File: src/rtl/mem_port_arbiter.sv
// mem_port_arbiter
//   Shares one physical-memory port between the instruction-fetch side (I)
//   and the data side (D). One transaction at a time, round-robin on ties.
//
// Ports
//   clk, rst                   : clock, asynchronous active-high reset
//   i_read / i_address         : I-side read request (held until i_resp)
//   i_rdata / i_resp           : I-side read data and one-cycle completion
//   d_read / d_write           : D-side request (write wins if both high)
//   d_address / d_wdata        : D-side line address and write data
//   d_rdata / d_resp           : D-side read data and one-cycle completion
//   pmem_read / pmem_write     : memory strobes, held until pmem_resp
//   pmem_address / pmem_wdata  : latched address / write data
//   pmem_rdata / pmem_resp     : memory return data and completion pulse
module mem_port_arbiter #(
  parameter int ADDR_W = 32,
  parameter int LINE_W = 256
) (
  input  logic              clk,
  input  logic              rst,
  input  logic              i_read,
  input  logic [ADDR_W-1:0] i_address,
  output logic [LINE_W-1:0] i_rdata,
  output logic              i_resp,
  input  logic              d_read,
  input  logic              d_write,
  input  logic [ADDR_W-1:0] d_address,
  input  logic [LINE_W-1:0] d_wdata,
  output logic [LINE_W-1:0] d_rdata,
  output logic              d_resp,
  output logic              pmem_read,
  output logic              pmem_write,
  output logic [ADDR_W-1:0] pmem_address,
  output logic [LINE_W-1:0] pmem_wdata,
  input  logic [LINE_W-1:0] pmem_rdata,
  input  logic              pmem_resp
);

  typedef enum logic [1:0] {
    IDLE   = 2'd0,
    BUSY_I = 2'd1,
    BUSY_D = 2'd2
  } state_e;

  state_e              state_q;
  logic                last_d_q;       // 1: D was granted last, 0: I was
  logic                pmem_read_q;
  logic                pmem_write_q;
  logic [ADDR_W-1:0]   addr_q;
  logic [LINE_W-1:0]   wdata_q;

  logic                i_req;
  logic                d_req;
  logic                grant_i_d;
  logic                grant_d_d;

  assign i_req = i_read;
  assign d_req = d_read | d_write;

  // On a tie the side that did not win last time is granted. last_d_q
  // resets to 1 so the first tie after reset goes to I.
  always_comb begin
    grant_i_d = i_req & (~d_req | last_d_q);
    grant_d_d = d_req & (~i_req | ~last_d_q);
  end

  always_ff @(posedge clk or posedge rst) begin
    if (rst) begin
      state_q      <= IDLE;
      last_d_q     <= 1'b1;
      pmem_read_q  <= 1'b0;
      pmem_write_q <= 1'b0;
      addr_q       <= '0;
      wdata_q      <= '0;
    end else begin
      case (state_q)
        IDLE: begin
          if (grant_i_d) begin
            state_q      <= BUSY_I;
            last_d_q     <= 1'b0;
            addr_q       <= i_address;
            wdata_q      <= '0;
            pmem_read_q  <= 1'b1;
            pmem_write_q <= 1'b0;
          end else if (grant_d_d) begin
            state_q      <= BUSY_D;
            last_d_q     <= 1'b1;
            addr_q       <= d_address;
            wdata_q      <= d_wdata;
            // An illegal read+write request is treated as a write.
            pmem_read_q  <= ~d_write;
            pmem_write_q <= d_write;
          end
        end
        BUSY_I, BUSY_D: begin
          // Requester inputs are not looked at here; only the memory
          // completion moves the FSM, and the return cycle is never used
          // for re-arbitration.
          if (pmem_resp) begin
            state_q      <= IDLE;
            pmem_read_q  <= 1'b0;
            pmem_write_q <= 1'b0;
          end
        end
        default: begin
          state_q      <= IDLE;
          pmem_read_q  <= 1'b0;
          pmem_write_q <= 1'b0;
        end
      endcase
    end
  end

  assign pmem_read    = pmem_read_q;
  assign pmem_write   = pmem_write_q;
  assign pmem_address = addr_q;
  assign pmem_wdata   = wdata_q;

  // Completion is a same-cycle pass-through of pmem_resp so the pipeline
  // can release its stall without an extra cycle; idle rdata reads as 0.
  assign i_resp  = (state_q == BUSY_I) & pmem_resp;
  assign d_resp  = (state_q == BUSY_D) & pmem_resp;
  assign i_rdata = i_resp ? pmem_rdata : '0;
  assign d_rdata = d_resp ? pmem_rdata : '0;

endmodule

File: config.mk
export PLATFORM = sky130hd
export DESIGN_NAME = mem_port_arbiter
export DESIGN_NICKNAME = d
export VERILOG_FILES = /design/src/rtl/mem_port_arbiter.sv
export SDC_FILE = /design/constraint.sdc
export NUM_CORES = 1
export LEC_CHECK = 0
export CAP_MARGIN = 10
export CORE_AREA = 5 5 530 532
export CTS_CLUSTER_DIAMETER = 200
export DETAILED_ROUTE_END_ITERATION = 10
export DIE_AREA = 0 0 535 537
export PLACE_DENSITY = 0.32
export SETUP_SLACK_MARGIN = 0.4
export SLEW_MARGIN = 20
export SYNTH_ARGS = -nofsm -noshare
export SYNTH_HDL_FRONTEND = slang
export SYNTH_SLANG_ARGS = --single-unit
File: constraint.sdc
create_clock -name clk -period 14.1 [get_ports clk]
set_input_delay 2.82 -clock clk [delete_from_list [all_inputs] [get_ports clk]]
set_output_delay 2.82 -clock clk [all_outputs]
set_load 0.01 [all_outputs]
==> results.json <==
{
  "synthArstFlopShare_pct": 100.0,
  "ff2ff_setup_slack_ns": 10.87,
  "ys_top_cells_by_count": "512 x and3_1, 292 x dfrtp_1, 257 x a22o_1",
  "synth.area.top_cells": "dfrtp_1 51%, and3_1 22%, a22o_1 16%",
  "hp-class": "reg -> reg",
  "yosysUniqueCellTypes": 27,
  "max_cap_violations": 0,
  "max_freq_ghz": 0.1179,
  "grt_start_max_net_pins": 180,
  "num_vias": 19320,
  "first_iter_violations": 1411,
  "synth_edf_count": 0,
  "placement.io_buffers": 1385,
  "cpMaxStageDelayCell": "buf_4",
  "row_count": 193,
  "area_delta_synth_final_pct": 137.1,
  "path_common_cell": "buf_4",
  "power_density_nw_per_um2": 191.4,
  "required_ns": 11.28,
  "critPathLaunchType": "input pin",
  "cts_tree": "yes",
  "avgSynthCellArea_um2": 10.25,
  "grt_pass1_wl_um": 285200,
  "critical_path_buf_inv_count": 4,
  "setup_violations": 0,
  "finalCriticalPeriod_ns": 8.479,
  "clkTransAtPathRegs_ns": 0.05,
  "maxSlewHeadroom_pct": 25.53,
  "ys_ff_latch": 293,
  "final-max-slew-violation-count": 0,
  "cts_hold_buf": 0,
  "dp_hpwl_um": 209800,
  "wl_um": 241300,
  "yosysMostFrequentCell": "and3_1",
  "syn_nets": 1990,
  "dr.pass1.iters": 5,
  "path_cells": "buf_8, buf_4, buf_4, and3_1, clkdlybuf4s50_1",
  "utilization_pct": 12.40,
  "clockBufferDepth": 3,
  "criticalPathCategory": "in -> out",
  "gp_congestion": 0.9046,
  "final_area_um2": 34160,
  "grt_antenna_before_repair": 219,
  "htreeDepth": 2,
  "start_util_pct": 5.228,
  "synth_warnings": 0,
  "place_area_um2": 32380,
  "tns_ns": 0,
  "nNetsFinal": 3252,
  "cp_top_family": "buffers and inverters",
  "clock-root-buffer": "clkbuf_16",
  "gr-total-overflow": 0,
  "status": "complete, no violations",
  "die_h_um": 537,
  "drc": 0,
  "min_period_over_period_pct": 60.14,
  "synth_top_area_share_pct": 50.73,
  "ys.flop_type": "dfrtp_1",
  "viasPerCell": 2.981,
  "ctsResizeCount": 0,
  "die-area_um2": 287300,
  "tightest_slew_ns": 1.117,
  "syn_inst": 1405,
  "dp.cells": 6325,
  "hold_violations": 0,
  "cts_buffers": 45,
  "wl_per_cell_um": 37.24,
  "ys_seq_area_share_pct": 50.91,
  "hold_ws_ns": 0.5014,
  "drive_gt1_share_pct": 3.776,
  "cts.sink_count": 293,
  "p_leak_nw": 14.00,
  "postRouteAntennaNets": 0,
  "worst_setup_path_end_kind": "output pin",
  "clock_latency_ns": 0.68,
  "io_pins": 1386,
  "grt_pass1_vias": 19580,
  "die_x_um": 535,
  "cp_slowest_stage_delay_ns": 0.64,
  "critPathArrivalTime_ns": 5.66,
  "core_um2": 275500,
  "vdd_drop_max_v": 0.0001608,
  "post-cts-setup-buffer-count": 0,
  "syn_area_um2": 14410,
  "grt_setup_unrepaired": "false",
  "cp_max_fo": 143,
  "fin_skew_ns": 0.04110,
  "instances_no_fill": 6481,
  "grt_usage_pct": 15.95,
  "netlist.top_cell.by_area": "dfrtp_1"
}
[flip-flops by register name, indices dropped and copies added, names as in the netlist]
signal	count
pmem_wdata	256
pmem_address	32
state_q	2
last_d_q	1
pmem_read	1
pmem_write	1
[worst paths after layout]
| kind | startpoint | end | cells past startpoint |
|---|---|---|---|
| setup / recovery | pmem_resp | i_rdata[182] | 5 |
| setup reg to reg | state_q[0]$_DFFE_PP0P_ | pmem_wdata[146]$_DFFE_PP0P_ | 6 |
| hold / removal | pmem_wdata[237]$_DFFE_PP0P_ | pmem_wdata[237]$_DFFE_PP0P_ | 1 |
| max in group asynchronous | rst | pmem_address[22]$_DFFE_PP0P_ | 3 |
| min in group asynchronous | rst | pmem_wdata[32]$_DFFE_PP0P_ | 2 |
| hold reg to reg | pmem_wdata[237]$_DFFE_PP0P_ | pmem_wdata[237]$_DFFE_PP0P_ | 1 |
[cells by family after synthesis]
family                   Yosys count  synth area share (%)
flip-flops                       293                 50.91
adder cells (fa/ha/maj)            3                0.2606
buffers and inverters            195                 5.585
AND/OR/NAND/NOR                  550                 23.28
AO/OA/AOI/OAI                    364                 19.97
[metrics by stage]
stage	setup WS (ns)	total power, mW
after floorplan	3.191	2.757
final	5.621	6.537
after detailed placement	5.583	5.369
after global routing	5.452	6.936
after global placement	5.586	5.393
after CTS	5.572	6.711
[worst register-to-register path, cell delays in order, from the launching register on]
cell and delay (ns):
dfrtp_1 0.41, inv_1 0.11, ha_1 0.30, o31ai_4 0.26
buf_12 0.52, buf_4 1.16, a22o_1 0.42
[cell usage in the layout (no fill, tap or decap), drive strengths merged]
master         count
o21bai             1
o41ai              1
a31oi             32
nand2b             1
o21ba              1
inv               10
clkdlybuf4s50   1383
a21oi             32
o31a               1
a21o               1
buf               22
bufinv             6
o2bb2ai            2
dfrtp            292
and2               2
nor2              33
a32o               1
nand2              2
o31ai              1
and3             512
clkinv             5
clkbuf            65
ha                 3
a22o             257
o21ai             32
diode             75
dfstp              1
a21boi             1
a211oi             1
[routing by layer]
| metal | up-vias | wire length (um) | GRT usage, % |
|---|---|---|---|
| met5 | - | 304 | 0 |
| met4 | 52 | 7885 | 4.833 |
| met3 | 359 | 40420 | 11.36 |
| met2 | 1396 | 103900 | 24.33 |
| met1 | 9579 | 88780 | 17.55 |
| li1 | 7934 | - | - |
[layout make-up]
cell class / instances / area [um2]
inverters: 5 / 26.28
multi-input cells: 917 / 6319
diodes: 75 / 187.7
flip-flops and latches: 293 / 7333
repair buffers: 1405 / 14070
clock inverters: 16 / 289.0
well taps: 3705 / 4636
fillers: 31400 / 241400
clock buffers: 65 / 1291
[report_power, final]
part           internal [mW]  total (mW)  switching, mW
registers               1.21        1.45          0.232
clock network          0.750        1.25          0.503
logic                   1.55        3.84           2.29
(Power assumes the default switching activity.)
